===== src/rtl/branch_pkg.sv =====
// Shared branch types: condition encoding used by the decoder and the resolve stage,
// plus the resolve-stage FSM state.
package branch_pkg;

  typedef enum logic [1:0] {
    BR_EQ  = 2'd0,
    BR_NE  = 2'd1,
    BR_LTU = 2'd2,
    BR_LTS = 2'd3
  } br_cond_t;

  typedef enum logic {
    BR_IDLE  = 1'b0,
    BR_FLUSH = 1'b1
  } br_state_t;

endpackage


===== src/rtl/br_operand_mux.sv =====
// Combinational N-way operand select; an index beyond the last source falls back to source 0 (R0).
module br_operand_mux #(
  parameter int WIDTH = 8,
  parameter int NSRC  = 4
) (
  input  logic [NSRC*WIDTH-1:0]   src,
  input  logic [$clog2(NSRC)-1:0] sel,
  output logic [WIDTH-1:0]        out
);

  localparam int SW = $clog2(NSRC);

  always_comb begin
    out = src[WIDTH-1:0];
    for (int i = 1; i < NSRC; i++) begin
      if (sel == SW'(i)) out = src[i*WIDTH +: WIDTH];
    end
  end

endmodule


===== src/rtl/branch_resolve_unit.sv =====
// Branch resolution stage: operand select, condition compare, PC-relative target,
// and a multi-cycle front-end flush after a taken branch.
module branch_resolve_unit
  import branch_pkg::*;
#(
  parameter int WIDTH        = 8,
  parameter int NSRC         = 4,
  parameter int PC_W         = 10,
  parameter int FLUSH_CYCLES = 2
) (
  input  logic                    CLK,
  input  logic                    reset,
  input  logic                    br_valid,
  output logic                    br_ready,
  input  logic                    stall,
  input  logic [NSRC*WIDTH-1:0]   src,
  input  logic [$clog2(NSRC)-1:0] sel_a,
  input  logic [$clog2(NSRC)-1:0] sel_b,
  input  logic [1:0]              cond,
  input  logic [PC_W-1:0]         pc_in,
  input  logic [WIDTH-1:0]        offset,
  output logic                    res_valid,
  output logic                    taken,
  output logic [PC_W-1:0]         target,
  output logic                    flush,
  output br_state_t               dbg_state
);

  localparam int CW = $clog2(FLUSH_CYCLES) + 1;

  // Handshake: a request transfers on a rising edge where br_valid & br_ready & ~stall.
  // br_valid is never queued; the requester holds it (and its operands) until it transfers.

  br_state_t         state;
  logic [CW-1:0]     cnt;
  logic [WIDTH-1:0]  op_a, op_b;
  logic [PC_W-1:0]   off_ext;
  logic              hit;
  logic              accept;

  br_operand_mux #(.WIDTH(WIDTH), .NSRC(NSRC)) u_mux_a (.src(src), .sel(sel_a), .out(op_a));
  br_operand_mux #(.WIDTH(WIDTH), .NSRC(NSRC)) u_mux_b (.src(src), .sel(sel_b), .out(op_b));

  generate
    if (PC_W > WIDTH) begin : g_sext
      assign off_ext = {{(PC_W-WIDTH){offset[WIDTH-1]}}, offset};
    end else begin : g_trunc
      assign off_ext = offset[PC_W-1:0];
    end
  endgenerate

  always_comb begin
    hit = 1'b0;
    case (br_cond_t'(cond))
      BR_EQ:   hit = (op_a == op_b);
      BR_NE:   hit = (op_a != op_b);
      BR_LTU:  hit = (op_a < op_b);
      BR_LTS:  hit = ($signed(op_a) < $signed(op_b));
      default: hit = 1'b0;
    endcase
  end

  assign br_ready  = (state == BR_IDLE);
  assign accept    = br_valid & br_ready & ~stall;
  assign dbg_state = state;

  always_ff @(posedge CLK) begin
    if (reset) begin
      state     <= BR_IDLE;
      res_valid <= 1'b0;
      taken     <= 1'b0;
      target    <= '0;
      flush     <= 1'b0;
      cnt       <= '0;
    end else begin
      res_valid <= accept;
      case (state)
        BR_IDLE: begin
          if (accept) begin
            taken  <= hit;
            target <= pc_in + off_ext;
            if (hit) begin
              state <= BR_FLUSH;
              flush <= 1'b1;
              cnt   <= CW'(FLUSH_CYCLES - 1);
            end
          end
        end
        BR_FLUSH: begin
          // Stall freezes the countdown, stretching the flush by the stalled cycles.
          if (!stall) begin
            if (cnt == '0) begin
              state <= BR_IDLE;
              flush <= 1'b0;
            end else begin
              cnt <= cnt - 1'b1;
            end
          end
        end
        default: begin
          state <= BR_IDLE;
          flush <= 1'b0;
        end
      endcase
    end
  end

endmodule


===== config.mk =====
export PLATFORM = sky130hd
export DESIGN_NAME = branch_resolve_unit
export DESIGN_NICKNAME = d
export VERILOG_FILES = /design/src/rtl/branch_pkg.sv /design/src/rtl/br_operand_mux.sv /design/src/rtl/branch_resolve_unit.sv
export SDC_FILE = /design/constraint.sdc
export NUM_CORES = 1
export LEC_CHECK = 0
export BUFFER_PORTS_ARGS = -buffer_cell sky130_fd_sc_hd__buf_2
export CORE_MARGIN = 1
export CORE_UTILIZATION = 50
export DETAILED_ROUTE_END_ITERATION = 8
export HOLD_SLACK_MARGIN = 0.06
export PLACE_DENSITY = 0.91
export RECOVER_POWER = 100
export SYNTH_ARGS = -nofsm -noshare
export SYNTH_HDL_FRONTEND = slang
export SYNTH_HIERARCHICAL = 1
export SYNTH_SLANG_ARGS = --single-unit

===== constraint.sdc =====
create_clock -name CLK -period 4.7 [get_ports CLK]
set_clock_uncertainty 0.1 [all_clocks]
set_input_delay 0.94 -clock CLK [delete_from_list [all_inputs] [get_ports CLK]]
set_output_delay 0.94 -clock CLK [all_outputs]
set_load 0.05 [all_outputs]

* Yosys cells after proc, flatten, opt, wreduce, memory -nomap -nowiden
Index checks and enable logic that the tools add are counted.
** Storage, ports and cells
- Input bits :: 60
- Bits in read-only memories :: 0
- Latch bits :: 0
- Bits in writable memories :: 0
- Register bits :: 16
- Output and inout port bits :: 15
- Word-level logic and storage cells :: 57
- Memories :: 0
** Operators by class
- Multipliers :: 0
- Muxes and demuxes :: 22
- Shifts and indexed selects :: 0
- Reduce and logical (&&, ||, !) cells :: 5
- Equality and inequality tests :: 16
- Order comparisons :: 2
- Add/subtract/negate cells :: 2
- Bitwise logic cells :: 4
- Div/mod/pow operators :: 0
** Operators by type and width (number)
- two-way mux 8 bit :: 6
- < comparator 8 bit :: 2
- == test 2 bit, second input constant :: 6
- adder 10 bit :: 1
- == test 8 bit :: 1
- two-way mux 1 bit :: 8
- two-way mux 2 bit :: 4
- inequality test 8 bit :: 1
- AND reduction 4 bit :: 2
- == test 2 x 1 -> 1 bit, second input constant :: 3
- inequality test 2 x 1 -> 1 bit, second input constant :: 3
- zero test 2 bit :: 2
- inequality test 2 bit, second input constant :: 2
- case mux 1 bit (2 select lines) :: 2
- case mux 1 bit (4 select lines) :: 1
- case mux 2 bit (2 select lines) :: 1
- bitwise AND 1 bit :: 2
- inverter 1 bit :: 2
- AND reduction 2 bit :: 1
- subtractor 2 x 1 -> 2 bit, second input constant :: 1

* Depth between registers and ports, before layout
- Depth in word-level cells :: 9
- Mapped depth :: 9
- Mapped depth without buffers :: 8

* Hierarchy
The synthesis kept the hierarchy.
** By module, submodules not included
- branch_resolve_unit :: times used 1, cells each 151, sequential area each 320.3 µm², area an instance 1224.9 µm²
- br_operand_mux :: times used 2, cells each 10, sequential area each 0.0 µm², area an instance 196.4 µm²

* Least setup slack after synthesis
Ideal clock, no wire load.
- Kind :: input to register
- Start point :: input port sel_a[0]
- End point :: register cnt[1]
- Data required time :: 4484 ps
- Data arrival time :: 3031 ps
- Buffers on the path :: 1
- Stages :: 8
- Setup slack :: 1453 ps
- Setup time :: 116 ps
- Cells stage by stage :: buf_6 -> mux4_2 -> ha_1 -> a21o_1 -> a2111oi_2 -> o21ai_1 -> a211o_1 -> a41o_1
** Between the ends
- Longest elaborated chain between the ends :: 8
- Elaborated cells between the ends (all ways) :: 13
- Classes of those cells :: order compare (2); eq/ne (6); mux (4); reduce/logical (1)
** RTL lines
- from (decl) :: line branch_resolve_unit.sv:17 : input logic [$clog2(NSRC)-1:0] sel_a,
- == test 2 x 1 -> 1 bit :: line br_operand_mux.sv:16 : if (sel == SW'(i)) out = src[i*WIDTH +: WIDTH];
- two-way mux 8 bit (2 in a row) :: line br_operand_mux.sv:16
- two-way mux 8 bit (*) :: line br_operand_mux.sv:16
- net op_a[5] :: line branch_resolve_unit.sv:36 : logic [WIDTH-1:0] op_a, op_b;
- < comparator 8 bit (tied with other cells) :: line branch_resolve_unit.sv:58 : BR_LTS: hit = ($signed(op_a) < $signed(op_b));
- case mux 1 bit (4 select lines) (*) :: line branch_resolve_unit.sv:54 : case (br_cond_t'(cond))
- inequality test 2 x 1 -> 1 bit (no source line) (*)
- AND reduction 4 bit (no source line) (*)
- to (signal assigned) :: line branch_resolve_unit.sv:85 : cnt <= CW'(FLUSH_CYCLES - 1);
- to (signal assigned) :: line branch_resolve_unit.sv:96 : cnt <= cnt - 1'b1;
- to (decl) :: line branch_resolve_unit.sv:35 : logic [CW-1:0] cnt;
Mark *: on every way through the listed nets, which the timed path passes. The rest lies on a longest branch.
A chain may end at the register's enable or synchronous reset.

* Worst setup path in the final report
Same ends and word-level chain as after synthesis.

==> flow_summary.toml <==
[critical_path]
reg2reg_slack_ps = 2910
cp_cell_sequence = "clkbuf_1, mux4_2, ha_1, a21o_1, a2111oi_0, o21ai_1, a211o_1, a41o_1"
crit_family = "compound AO/OA/AOI/OAI gates"
cp-start-kind = "input port"
crit_buf_inv = 1
cp.depth = 8
required_ps = 4780
cp-end-kind = "flip-flop"
crit_type = "input port to flip-flop"
max_stage_delay_ps = 590
cp_max_fo = 8
reg2regPathDepth = 5
cpMaxStageDelayCell = "mux4_2"
arrival_ps = 3690

[yosys]
syn-num-nets = 250
syn_area_per_cell_um2 = 9.461
synth_fa_ha_area_frac = 0.1516
yosys_warnings = 6
synth-xor-area-share = 0.03790
synth_top_family_by_area = "multiplexers"
ys_seq_area_frac = 0.1980
synth_area_um2 = 1618
ys_ff_latch = 16
synthSimpleGateAreaFrac = 0.1276
synth_cell_types = 41
synthMuxAreaShare = 0.2227
synth-compound-area-share = 0.1841
synthCells = 171

[grt]
busiest_layer = "met2"
grt_start_max_net_pins = 22
met3_usage = 0.02418
use_met1 = 0.2395
gr-usage-met2 = 0.4123
grt_usage = 0.2143
grt_pass1_vias = 1480
overflow = 0
grt_pass1_wl_um = 5796
antenna_found_initial = 0

[floorplanning]
rows = 20
die-area_um2 = 3467
start_util = 0.5299
io_pins = 75
core_um2 = 3053
fp.dieH_um = 58.88
die_w_um = 58.88

[clock_tree]
root_buffer = "clkbuf_4"
cts_buffers = 3
cts_resized = 0
cts.path.max_buffers = 2
cts_tree = "built"
path_clk_slew_ps = 90
postCtsHoldBufs = 0
post_cts_buffers = 0
htreeDepth = 1
cts.sinks = 16
clk_latency_ps = 270

[power]
power_frac_comb = 0.474
power.density_nw_per_um2 = 208.7
p_clk_frac = 0.165
p_int_uw = 259.8
ir_drop_mv = 0.08234
power.switching_uw = 154.4
p_seq_frac = 0.361
p_total_uw = 414.2
p_sw_frac = 0.3728
leakage_uw = 0.0009172

[routing]
drt-initial-drc-count = 67
vias = 1563
antenna_left = 0
route.detailed.drc = 0
routed_wl_um = 3491
drtPass1Iterations = 4
viasPerCell = 5.504
wl_per_cell_um = 12.29

[timing]
fin_crit_sh = 0.7696
setup_viol = 0
hold_ws_ps = 360.6
worst_slew_pin_slew_ps = 621.9
max_freq_mhz = 276.5
slew_violations = 0
slew_headroom = 0.5854
finalHoldViolCount = 0
rsz0062_at_grt = "false"
finalCriticalPeriod_ps = 3617
finalSetupTns_ps = 0

[cells_and_area]
drive_above_1_share = 0.3208
n_antenna_cell = 0
multiInputGateArea_um2 = 1160
ff_latch_area_um2 = 320.3
num-nets-final = 321
fillers = 287
final_area_um2 = 1984
stdcell_count = 284
synthToLayoutAreaGrowth_pct = 22.66

[hold_path]
holdPathStages = 2
hold_path.class = "flip-flop to flip-flop"

[placement]
dp_hpwl_um = 3014
dp_cells = 281
place_area_um2 = 1996
place_congestion = 0.8516
portBuffers = 74

[flow_run]
maxCapViolCount = 0

[status]
status = "completed"
[path summary, 6_finish.rpt]
check             from        end
max           sel_a[0]     cnt[1]
max reg2reg  dbg_state     cnt[1]
min reg2reg  target[2]  target[2]
min          target[2]  target[2]
[area by class of cell]
cell class                      count  share of cell area
Timing Repair Buffer               74              0.1753
Inverter                           21             0.03972
Multi-Input combinational cell    126              0.5845
Tap cell                           44             0.02774
Clock buffer                        3             0.01135
Sequential cell                    16              0.1614
[per-layer routing]
layer | vias up | wire (µm)
li1 | 782 | -
met1 | 702 | 1447
met2 | 72 | 1775
met3 | 7 | 211
met4 | 0 | 57
met5 | - | 0
[cell families after synthesis]
kind of cell	Yosys count
flip-flops	16
adder cells (fa/ha/maj)	19
AND/OR/NAND/NOR	41
buffers and inverters	29
XOR/XNOR	7
AO/OA/AOI/OAI	43
multiplexers	16
[sequential cells by signal (all words and copies together), names as in the netlist]
signal and cells:
res_valid 1, flush 1, target 10, taken 1, dbg_state 1, cnt 2
[per-stage QoR]
step / util / setup slack, ps
global placement: 0.6537 / 1200
finish: 0.6500 / 1083
global route: 0.6500 / 785.4
floorplan: - / 1453
detailed placement: 0.6537 / 1130
CTS: 0.6611 / 1420
[synthesized netlist by cell type]
cell type | instances | area [µm²]
inv_1 | 21 | 78.83
ha_1 | 18 | 225.2
dfxtp_1 | 16 | 320.3
mux4_2 | 16 | 360.4
a21oi_1 | 11 | 55.05
nand2_1 | 11 | 41.29
nor2_1 | 10 | 37.54
o21ai_0 | 8 | 40.04
a211oi_1 | 4 | 30.03
nand3_1 | 4 | 20.02
xor2_1 | 4 | 35.03
a21o_1 | 3 | 22.52
clkbuf_1 | 3 | 11.26
nand3b_1 | 3 | 22.52
nor3_1 | 3 | 15.01
o21a_1 | 3 | 22.52
xnor2_1 | 3 | 26.28
and3_1 | 2 | 12.51
and4_1 | 2 | 17.52
buf_6 | 2 | 22.52
clkbuf_2 | 2 | 10.01
nor2b_1 | 2 | 12.51
nor3b_1 | 2 | 15.01
a2111o_1 | 1 | 11.26
a2111oi_0 | 1 | 8.760
a2111oi_2 | 1 | 15.01
a211o_1 | 1 | 8.760
a22o_1 | 1 | 8.760
a31o_2 | 1 | 8.760
a41o_1 | 1 | 10.01
buf_1 | 1 | 3.750
fa_1 | 1 | 20.02
o211ai_1 | 1 | 7.510
o211ai_2 | 1 | 12.51
o21ai_1 | 1 | 5.000
o22ai_1 | 1 | 6.260
o311ai_0 | 1 | 8.760
o31a_1 | 1 | 8.760
o31ai_1 | 1 | 7.510
or2_2 | 1 | 6.260
or3_1 | 1 | 6.260
[layout by cell type (no fill, tap or decap), types with 8 or more instances in the layout]
cell type / Yosys / final
nand2_1: 11 / 11
ha_1: 18 / 18
dfxtp_1: 16 / 16
mux4_2: 16 / 16
nor2_1: 10 / 10
a21oi_1: 11 / 11
clkbuf_1: 3 / 18
inv_1: 21 / 21
buf_2: 0 / 56
o21ai_0: 8 / 8
[power groups by stage]
stage,clock network (µW),logic (µW),registers (µW)
floorplan,0,117,184
global placement,0,197,152
detailed placement,0,203,153
CTS,70.2,204,149
global route,77.7,218,151
finish,68.4,196,150
[worst register-to-register path, delay by kind of cell (launching register included)]
kind,cells,cell delay [ps]
compound gates,3,730
buf+inv,1,100
flops,1,330
simple gates,1,420
Note: power is estimated with default switching activity, not from simulation.
